<file path="src/rtl/pic_host_sequencer.sv">
// Host-side sequencer for an 8259-style PIC bus: turns single register read/write
// commands into CS_n/RD_n/WR_n cycles and auto-runs the two-pulse INTA_n acknowledge.
module pic_host_sequencer #(
    parameter int STROBE_CYCLES = 2,
    parameter int GAP_CYCLES    = 2
) (
    input  logic       CLK,
    input  logic       RST,
    input  logic       cmd_valid,
    output logic       cmd_ready,
    input  logic       cmd_rd,
    input  logic       cmd_a0,
    input  logic [7:0] cmd_data,
    output logic       rsp_valid,
    output logic [7:0] rsp_data,
    input  logic       int_en,
    output logic       vec_valid,
    output logic [7:0] vec_data,
    input  logic       INT,
    output logic       CS_n,
    output logic       RD_n,
    output logic       WR_n,
    output logic       INTA_n,
    output logic       A0,
    output logic [7:0] D_out,
    output logic       D_oe,
    input  logic [7:0] D_in
);
    typedef enum logic [2:0] {IDLE, SETUP, STROBE, HOLD, GAP, ACK2} state_t;

    localparam logic [3:0] STB_LD = 4'(STROBE_CYCLES - 1);
    localparam logic [3:0] GAP_LD = 4'(GAP_CYCLES - 1);

    state_t     state, state_nxt;
    logic [3:0] cnt, cnt_ld;
    logic       run_q, ack_q, rd_q, a0_q;
    logic [7:0] wdat_q, rsp_q, vec_q;
    logic       ack_start, accept, last;

    // run_q holds cmd_ready low until the first edge after reset releases
    assign ack_start = (state == IDLE) && INT && int_en;
    assign accept    = cmd_valid && cmd_ready;
    assign last      = (cnt == 4'd0);

    always_ff @(posedge CLK or posedge RST) begin
        if (RST) begin
            state  <= IDLE;
            cnt    <= 4'd0;
            run_q  <= 1'b0;
            ack_q  <= 1'b0;
            rd_q   <= 1'b0;
            a0_q   <= 1'b0;
            wdat_q <= 8'd0;
            rsp_q  <= 8'd0;
            vec_q  <= 8'd0;
        end else begin
            run_q <= 1'b1;
            state <= state_nxt;
            if (state_nxt != state) cnt <= cnt_ld;
            else if (!last)         cnt <= cnt - 4'd1;
            if (ack_start) begin
                ack_q <= 1'b1;
            end else if (accept) begin
                ack_q  <= 1'b0;
                rd_q   <= cmd_rd;
                a0_q   <= cmd_a0;
                wdat_q <= cmd_data;
            end
            if (state == STROBE && last && !ack_q && rd_q) rsp_q <= D_in;
            // only the second acknowledge pulse carries the vector
            if (state == ACK2 && last) vec_q <= D_in;
        end
    end

    always_comb begin
        state_nxt = state;
        cnt_ld    = 4'd0;
        case (state)
            IDLE:    if (ack_start)   state_nxt = STROBE;
                     else if (accept) state_nxt = SETUP;
            SETUP:   state_nxt = STROBE;
            STROBE:  if (last) state_nxt = ack_q ? GAP : HOLD;
            GAP:     if (last) state_nxt = ACK2;
            ACK2:    if (last) state_nxt = HOLD;
            HOLD:    state_nxt = IDLE;
            default: state_nxt = IDLE;
        endcase
        case (state_nxt)
            STROBE, ACK2: cnt_ld = STB_LD;
            GAP:          cnt_ld = GAP_LD;
            default:      cnt_ld = 4'd0;
        endcase
    end

    always_comb begin
        cmd_ready = run_q && (state == IDLE) && !ack_start;
        CS_n      = 1'b1;
        RD_n      = 1'b1;
        WR_n      = 1'b1;
        INTA_n    = 1'b1;
        D_oe      = 1'b0;
        rsp_valid = 1'b0;
        vec_valid = 1'b0;
        A0        = a0_q;
        D_out     = wdat_q;
        rsp_data  = rsp_q;
        vec_data  = vec_q;
        if (ack_q) begin
            INTA_n    = !(state == STROBE || state == ACK2);
            vec_valid = (state == HOLD);
        end else if (state == SETUP || state == STROBE || state == HOLD) begin
            CS_n      = 1'b0;
            RD_n      = !(rd_q && state == STROBE);
            WR_n      = !(!rd_q && state == STROBE);
            D_oe      = !rd_q;
            rsp_valid = rd_q && (state == HOLD);
        end
    end
endmodule

</file>
<file path="config.mk">
export PLATFORM = sky130hd
export DESIGN_NAME = pic_host_sequencer
export DESIGN_NICKNAME = d
export VERILOG_FILES = /design/src/rtl/pic_host_sequencer.sv
export SDC_FILE = /design/constraint.sdc
export NUM_CORES = 1
export LEC_CHECK = 0
export ABC_CLOCK_PERIOD_IN_PS = 4200
export CAP_MARGIN = 10
export CORE_MARGIN = 3
export CORE_UTILIZATION = 47
export CTS_CLUSTER_SIZE = 25
export DETAILED_ROUTE_END_ITERATION = 10
export PLACE_DENSITY = 0.82
export SKIP_LAST_GASP = 1
export SLEW_MARGIN = 25
export SYNTH_ARGS = -nofsm -noshare
export SYNTH_HDL_FRONTEND = slang
export SYNTH_SLANG_ARGS = --single-unit
</file>
<file path="constraint.sdc">
create_clock -name CLK -period 4.2 [get_ports CLK]
set_input_delay 0.84 -clock CLK [delete_from_list [all_inputs] [get_ports CLK]]
set_output_delay 0.84 -clock CLK [all_outputs]
set_load 0.01 [all_outputs]
</file>
==> impl_metrics.csv, run 1 <==
group,metric,value,unit
sta,fin_crit_sh,0.7109,
setup_path,crit_arrival,2150,ps
outcome,status,"finished, final reports clean",
setup_path,end_kind,"output pin",
setup_path,crit_path_top_delay_cell,"clkdlybuf4s50_1",
cts,cts.path.max_buffers,2,
routing,firstDrtPassIters,3,
routing,drtIter0Drc,59,
synthesis,synth_edf_count,0,
power_and_ir_drop,p_per_area,735.2,nW/um^2
synthesis,async_flop_share,1.000,
cells_and_area,utilization,0.7160,
routing,vias_per_cell,5.119,
synthesis,syn_inst,123,
sta,tns,0,ps
setup_path,cpMostUsedCell,"clkdlybuf4s50_1",
global_route,grt_max_degree,36,
synthesis,synthTopCellsByArea,"dfrtp_1 (56%), mux2_2 (19%), nor2_1 (1.9%)",
floorplanning,die_w,63.73,um
setup_path,required,3360,ps
synthesis,netlist_area,1567,um^2
cts,cts.sinks,35,
cts,post_cts_resized,0,
sta,rsz0062_at_grt,"no",
cells_and_area,syn_to_final_growth,42.97,%
global_route,antenna_found_initial,0,
sta,skew,6.544,ps
setup_path,cp-start-kind,"input pin",
sta,finalSetupViolCount,0,
cts,clock_latency,340,ps
cts,cts-buffers-inserted,5,
routing,wire_per_inst,15.32,um
synthesis,syn_area_per_cell,12.74,um^2
sta,period_needed,2986,ps
cells_and_area,antenna_cells,0,
setup_path,path_class,"input pin to output pin",
setup_path,path_cells,"clkdlybuf4s50_1 > nand2_1 > and3_1 > clkdlybuf4s50_1",
floorplanning,fp.dieH,63.73,um
cts,cts_root_buf,"clkbuf_4",
floorplanning,start_util,0.5008,
synthesis,yosys_warnings,0,
synthesis,synth_common_cells,"dfrtp_1 (35), mux2_2 (27), nor2_1 (8), nand2_1 (7)",
power_and_ir_drop,p_leak,0.9479,nW
synthesis,synth.most_common_cell,"dfrtp_1",
global_route,grt_pass1_vias,1219,
floorplanning,core_area,3128,um^2
cts,cts_tree,"yes",
power_and_ir_drop,ir_drop,0.0004495,V
floorplanning,ios,56,
floorplanning,rows,20,
setup_path,max_stage_delay,550,ps
floorplanning,dieArea,4062,um^2
global_route,overflow,0,
sta,maxSlewHeadroom,0.5863,
cells_and_area,layout-drive-gt1-share,0.2350,
cts,postCtsHoldBufs,0,
sta,hold_viol_final,0,
synthesis,synth_seq_cells,35,
cts,h-tree-depth,2,
min_path,hold_class,"flip-flop to flip-flop",
sta,max_freq,334.9,MHz
placed_design,hpwl,2611,um
synthesis,yosysSeqAreaShare,0.5591,
sta,maxSlewViolCount,0,
setup_path,critPathMaxFanout,4,
routing,finalWirelength,3477,um
placed_design,port-buffer-count,55,
routing,vias,1162,
global_route,grt_pass1_wl,5733,um
synthesis,synth_top_area_frac,0.5591,
global_route,grt_usage,0.1854,
synthesis,synthFlopType,"dfrtp_1",
cells_and_area,fin_nets,206,
synthesis,synth.distinct_cells,35,
synthesis,synth_top_area_cell,"dfrtp_1",
routing,postRouteAntennaNets,0,
routing,post-route-drc-count,0,
flow_run,maxCapViolCount,0,
cells_and_area,fillCellCount,228,
placed_design,gp_congestion,0.8586,
cts,cts_setup_buffers,0,
sta,worst-slew-pin-transition,618.6,ps
cts,clk_pin_slew,110,ps
synthesis,syn-num-nets,147,
==> stage by stage <==
stage / setup WS [ps] / power, W / std cells / instance area [um^2] / hold slack, ps
after floorplan: 2211 / 0.001021 / 123 / 1567 / 493.9
after global placement: 1269 / 0.001383 / 219 / 2158 / 488.0
after detailed placement: 1223 / 0.001415 / 219 / 2158 / 493.4
after CTS: 1221 / 0.001662 / 227 / 2240 / 518.3
after global routing: 1172 / 0.001761 / 227 / 2240 / 537.8
final: 1214 / 0.001647 / 227 / 2240 / 515.9
==> cell usage in the layout, fill, tap and decap left out, types with 2 or more instances in the layout <==
cell / n
and3_1: 2
or3_1: 2
a21oi_1: 4
o21ai_0: 3
nand3_2: 2
inv_1: 4
nand2b_1: 2
nor3b_1: 2
nor2_1: 8
clkdlybuf4s50_1: 55
clkbuf_4: 5
mux2_2: 27
nand2_1: 7
dfrtp_1: 35
o21bai_1: 2
==> path summary, 6_finish.rpt <==
check / startpoint / endpoint / slack [ps] / depth (start not counted)
max in group asynchronous: RST / rsp_data[4] / 3010 / 3
worst min-delay path: rsp_data[5] / rsp_data[5] / 520 / 1
worst max register to register: state[0] / cnt[0] / 1910 / 5
worst min register to register: rsp_data[5] / rsp_data[5] / 520 / 1
min in group asynchronous: RST / D_out[6] / 880 / 3
worst max-delay path: int_en / cmd_ready / 1210 / 4
==> cell type report <==
cell class              instances  area [um^2]  share of cell area
flip-flops and latches         35        875.8              0.3911
multi-input cells              80        654.4              0.2922
repair buffers                 56        558.0              0.2492
well taps                      44        55.05             0.02458
clock inverters                 3        43.79             0.01955
clock buffers                   5        37.54             0.01676
inverters                       4        15.01            0.006704
==> layer usage <==
metal	track usage	vias to the layer above	routed length, um
met5	0	-	0
met4	0.07278	0	53
met3	0.07557	5	244
met2	0.3246	29	1798
met1	0.1979	576	1381
li1	-	552	-
==> report_power, final <==
part | internal, W | total [W] | switching [W]
clock network | 0.000125 | 0.000243 | 0.000118
logic | 0.000476 | 0.000792 | 0.000317
registers | 0.000490 | 0.000611 | 0.000121
total | 0.00109 | 0.00165 | 0.000556
==> sequential cells by signal, indices dropped and copies added, names as in the netlist, 3 cells and up <==
| name | cells |
|---|---|
| D_out | 8 |
| rsp_data | 8 |
| vec_data | 8 |
| cnt | 4 |
| state | 3 |
==> cell families after synthesis <==
kind of cell / count (synthesis) / share of synthesized area
muxes: 27 / 0.1941
DFF: 35 / 0.5591
adders and majority gates: 1 / 0.007986
and+or+nand+nor: 36 / 0.1478
AOI/OAI and AO/OA: 14 / 0.05990
buffers and inverters: 8 / 0.02316
other: 1 / 0.002394
xor gates and xnor gates: 1 / 0.005592
==> critical path: cells and delay by family <==
kind                   cells  cell delay, ps
buffers and inverters      2             970
AND/OR/NAND/NOR            2             340
No activity file was read; power rests on OpenSTA's default activity.
==> inputs of run 2 (changes only) <==
--- a/config.mk
+++ b/config.mk
@@ -5,13 +5,13 @@
 export SDC_FILE = /design/constraint.sdc
 export NUM_CORES = 1
 export LEC_CHECK = 0
-export ABC_CLOCK_PERIOD_IN_PS = 4200
+export ABC_CLOCK_PERIOD_IN_PS = 2700
 export CAP_MARGIN = 10
 export CORE_MARGIN = 3
-export CORE_UTILIZATION = 47
+export CORE_UTILIZATION = 40
 export CTS_CLUSTER_SIZE = 25
 export DETAILED_ROUTE_END_ITERATION = 10
-export PLACE_DENSITY = 0.82
+export PLACE_DENSITY = 0.75
 export SKIP_LAST_GASP = 1
 export SLEW_MARGIN = 25
 export SYNTH_ARGS = -nofsm -noshare
==> constraint.sdc (replaced) <==
create_clock -name CLK -period 2.7 [get_ports CLK]
set_input_delay 0.54 -clock CLK [delete_from_list [all_inputs] [get_ports CLK]]
set_output_delay 0.54 -clock CLK [all_outputs]
set_load 0.01 [all_outputs]
==> run 2 against run 1 <==
  * Clock-buffer cell count increased by 1
  * Final cell count rose by 2.2%
  * Worst hold slack got worse by 12 ps
  * Design area rose by 1.8%
  * Utilization down 10 points
  * Power grew 59%
  * Sequential share of layout area fell by 0.71 points
  * First-iteration DRC count fell by 5.1%
  * Largest power group unchanged
  * Global-route usage shrank 2.7 points
  * Register-to-register slack got worse by 1200 ps
==> impl_metrics.csv, run 2 (same netlist as run 1, synthesis figures left out) <==
group,metric,value,unit
global_route,grt_use_met3,0.03079,
sta,tns,0,ps
placed_design,gp_congestion,0.7636,
sta,max_freq,406.9,MHz
routing,finalWirelength,3320,um
outcome,status,"finished, final reports clean",
global_route,grt_pass1_wl,5416,um
cts,cts_root_buf,"clkbuf_8",
floorplanning,rows,22,
sta,holdWs,504.3,ps
cells_and_area,seq_area,875.8,um^2
min_path,min_to,"D_out[5]",
sta,maxSlewViolCount,0,
setup_path,cp-start-kind,"flip-flop",
cells_and_area,fin_nets,208,
global_route,grt_pass1_vias,1160,
cells_and_area,final_common_cell,"clkdlybuf4s50_1",
cells_and_area,fillCellCount,307,
power_and_ir_drop,p_leak,0.9630,nW
cts,cts.sinks,35,
sta,maxSlewHeadroom,0.5942,
flow_run,maxCapViolCount,0,
cts,clock_latency,270,ps
cts,clk_pin_slew,60,ps
routing,post-route-drc-count,0,
sta,period_needed,2457,ps
setup_path,crit_arrival,1920,ps
cells_and_area,final_area,2281,um^2
sta,worst-slew-pin-transition,608.1,ps
setup_path,rr_worst_depth,7,
global_route,grt_usage,0.1579,
sta,finalSetupViolCount,0,
cells_and_area,layout-drive-gt1-share,0.2337,
power_and_ir_drop,ir_drop,0.0005505,V
routing,vias_per_cell,4.940,
setup_path,r2r_slack,680,ps
cts,cts_setup_buffers,0,
cts,postCtsHoldBufs,0,
floorplanning,die_w,68.58,um
setup_path,reg2reg_to,"cnt[0]",
placed_design,port-buffer-count,55,
routing,wire_per_inst,14.31,um
power_and_ir_drop,power.total,0.002611,W
floorplanning,ios,56,
setup_path,rr_startpoint,"cnt[0]",
cts,cts_tree,"yes",
cells_and_area,antenna_cells,0,
setup_path,required,2160,ps
global_route,grt.busiest_layer,"met2",
setup_path,path_class,"flip-flop to output pin",
routing,vias,1146,
routing,drtIter0Drc,56,
cts,post_cts_resized,0,
power_and_ir_drop,p_int,0.001778,W
routing,firstDrtPassIters,4,
cells_and_area,syn_to_final_growth,45.61,%
floorplanning,dieArea,4703,um^2
setup_path,end_kind,"output pin",
sta,skew,4.121,ps
power_and_ir_drop,swShare,0.3193,
global_route,grt_max_degree,18,
power_and_ir_drop,p_per_area,1145,nW/um^2
cts,h-tree-depth,2,
cts,cts.path.max_buffers,2,
power_and_ir_drop,comb_power_share,0.468,
global_route,overflow,0,
floorplanning,fp.dieH,68.58,um
cts,cts-buffers-inserted,5,
min_path,hp-start,"D_out[5]",
cells_and_area,most-common-layout-cells,"clkdlybuf4s50_1 (55), dfrtp_1 (35), mux2_2 (27)",
cells_and_area,multiInputGateArea,654.4,um^2
min_path,hold_depth,1,
sta,fin_crit_sh,0.9101,
global_route,met2_usage,0.2741,
global_route,antenna_found_initial,0,
min_path,hold_class,"flip-flop to flip-flop",
routing,postRouteAntennaNets,0,
sta,hold_viol_final,0,
floorplanning,core_area,3716,um^2
placed_design,placed_area,2178,um^2
power_and_ir_drop,p_sw,0.0008338,W
power_and_ir_drop,pwr-share-clk,0.168,
placed_design,hpwl,2619,um
setup_path,critPathMaxFanout,9,
sta,rsz0062_at_grt,"no",
global_route,grt_use_met1,0.1894,
floorplanning,start_util,0.4215,
power_and_ir_drop,pwr-share-seq,0.364,
==> run 2: power by group through the flow <==
stage                     sequential (W)  clock, W  combinational (W)
after floorplan                 0.000991         0           0.000597
after global placement          0.000948         0            0.00121
after detailed placement        0.000962         0            0.00124
after CTS                       0.000954  0.000451            0.00124
after global routing            0.000992  0.000471            0.00134
final                           0.000952  0.000438            0.00122
==> run 2: per-layer routing <==
layer	part of all wire	wire length, um
met2	0.55	1820
met5	0	0
met1	0.41	1351
met4	0.016	53
met3	0.028	94
==> run 2: cell type report <==
type,instances,share of cell area
tap,48,0.02633
inverter,4,0.006583
timing repair buffer,58,0.2512
sequential,35,0.3840
multi-input combinational,80,0.2869
clock inverter,1,0.01317
clock buffer,6,0.03182
==> run 2: worst max path at each step <==
stage / start / end
2_1_floorplan: cnt[0] / cnt[0]
3_3_place_gp: int_en / cmd_ready
3_5_place_dp: int_en / cmd_ready
4_1_cts: state[2] / INTA_n
5_1_grt: state[2] / INTA_n
6_report: state[2] / INTA_n
==> run 2: worst max-delay path: stages, from the launching register on <==
cell and delay [ps]:
dfrtp_1 500, nor2b_1 370, nand2_1 150, nand2b_1 100, nand2_1 50, clkdlybuf4s50_1 470
==> run 2: through the flow <==
step / util / instances / setup slack [ps]
floorplan: - / 123 / 878.9
CTS: 0.6138 / 232 / 247.5
detailed placement: 0.5862 / 225 / 345.8
global route: 0.6138 / 232 / 117.8
global placement: 0.5862 / 225 / 365.8
finish: 0.6138 / 232 / 242.7
==> RTL edit: new RTL, flow settings as in run 1 <==
The 6 states of `state_t` get a one-hot encoding in 6 bits.
--- a/src/rtl/pic_host_sequencer.sv
+++ b/src/rtl/pic_host_sequencer.sv
@@ -26,7 +26,7 @@
     output logic       D_oe,
     input  logic [7:0] D_in
 );
-    typedef enum logic [2:0] {IDLE, SETUP, STROBE, HOLD, GAP, ACK2} state_t;
+    typedef enum logic [5:0] {IDLE = 6'b000001, SETUP = 6'b000010, STROBE = 6'b000100, HOLD = 6'b001000, GAP = 6'b010000, ACK2 = 6'b100000} state_t;
 
     localparam logic [3:0] STB_LD = 4'(STROBE_CYCLES - 1);
     localparam logic [3:0] GAP_LD = 4'(GAP_CYCLES - 1);
Formal check against the unedited RTL: same outputs for any inputs over 10 cycles, from zero or initial values and one cycle with RST high; not proved beyond that.
==> RTL edit against run 1 <==
  * Worst setup slack got worse by 94 ps
  * Total power decreased by 5.6%
  * Sequential cell count increased by 3
  * Design area increased by 9.8%
  * Area after synthesis increased by 14%
  * Routed wire length increased by 18%
  * Sequential share of layout area decreased by 0.40 points
  * Critical path depth unchanged
  * Count of clock-buffer cells in the layout increased by 2
==> RTL edit: results (changes against run 1) <==
global_routing:
  grtUsageMet3_pct: 8.82  # was 7.56%
  grt_pass1_vias: 1491  # was 1,219
  grt_max_degree: 24  # was 36
  gr-usage-all-layers_pct: 21.7  # was 18.5%
placement:
  placed_cells: 242  # was 219
  pre_cts_slack_ps: 1130  # was 1220 ps
  place.gp.congestion: 0.859  # about the same
clock_tree:
  path_clk_slew_ps: 70  # was 110 ps
  root_buffer: "clkbuf_8"  # was clkbuf_4
  clock_sinks: 38  # was 35
synth:
  netlist_instances: 146  # was 123
  synthAdderAreaFrac_pct: 0.700  # was 0.799%
  ys_top_cells_by_count: "dfrtp_1 (37), mux2_2 (26), nand2_1 (8)"  # was dfrtp_1 (35), mux2_2 (27), nor2_1 (8)
  synth_xor_area_share_pct: 1.47  # was 0.559%
  yosysSeqAreaShare_pct: 53.3  # was 55.9%
  ys_types: 46  # was 35
  syn_nets: 170  # was 147
  synth_mux_area_share_pct: 17.6  # was 19.4%
detailed_routing:
  vias_per_cell: 5.38  # was 5.12
  first_pass_iters: 4  # was 3
  wire_per_inst_um: 16.5  # was 15.3 um
cells_and_area:
  inverters: 6  # was 4
  drive_gt1_share_pct: 22.1  # was 23.5%
  clkbuf_count: 7  # was 5
  clock_cell_area_share_pct: 3.71  # was 3.63%
  multiInputGateArea_um2: 778  # was 654 um2
  n_fill_cell: 258  # was 228
  multi_input_cells: 96  # was 80
  final-nonclk-buf-share_pct: 22.7  # was 24.9%
setup_path:
  worstPathMaxFanout: 9  # was 4
  path_delay_family: "simple AND/OR/NAND/NOR gates"  # was buffers and inverters
  cp.arrival_ps: 2240  # was 2150 ps
timing:
  fin_skew_ps: 1.49  # was 6.54 ps
  worst_slew_pin_slew_ps: 848  # was 619 ps
outcome:
  outcome: "finished clean"  # unchanged
power:
  pg_clk_mw: 0.253  # was 0.243 mW
  p_leak_nw: 1.06  # was 0.948 nW
  switchingPower_mw: 0.534  # was 0.556 mW
die:
  die_area_um2: 4580  # was 4060 um2
-- RTL edit: routing by layer --
layer,vias up,share of wire (%)
met3,5,9.7
met5,-,0
met2,62,52
met1,646,37
met4,0,1.5
li1,631,-
-- RTL edit: cells by family (layout without fill, tap and decap cells) --
| group | Yosys count | count (layout) |
|---|---|---|
| xor+xnor | 3 | 3 |
| other cells | 1 | 1 |
| simple gates | 47 | 47 |
| mux | 28 | 28 |
| flops | 38 | 38 |
| compound gates | 16 | 16 |
| fa+ha+maj | 1 | 1 |
| buf+inv | 12 | 70 |
-- RTL edit: path summary, 6_finish.rpt --
kind                       startpoint  endpoint  slack, ps  depth (start not counted)
hold / removal               D_out[2]  D_out[2]        490                          1
min in group asynchronous         RST  D_out[5]       1030                          2
setup reg to reg             state[2]  D_out[2]       2040                          4
setup / recovery             state[3]      RD_n       1120                          4
hold reg to reg              D_out[2]  D_out[2]        490                          1
max in group asynchronous         RST  state[0]       2380                          3
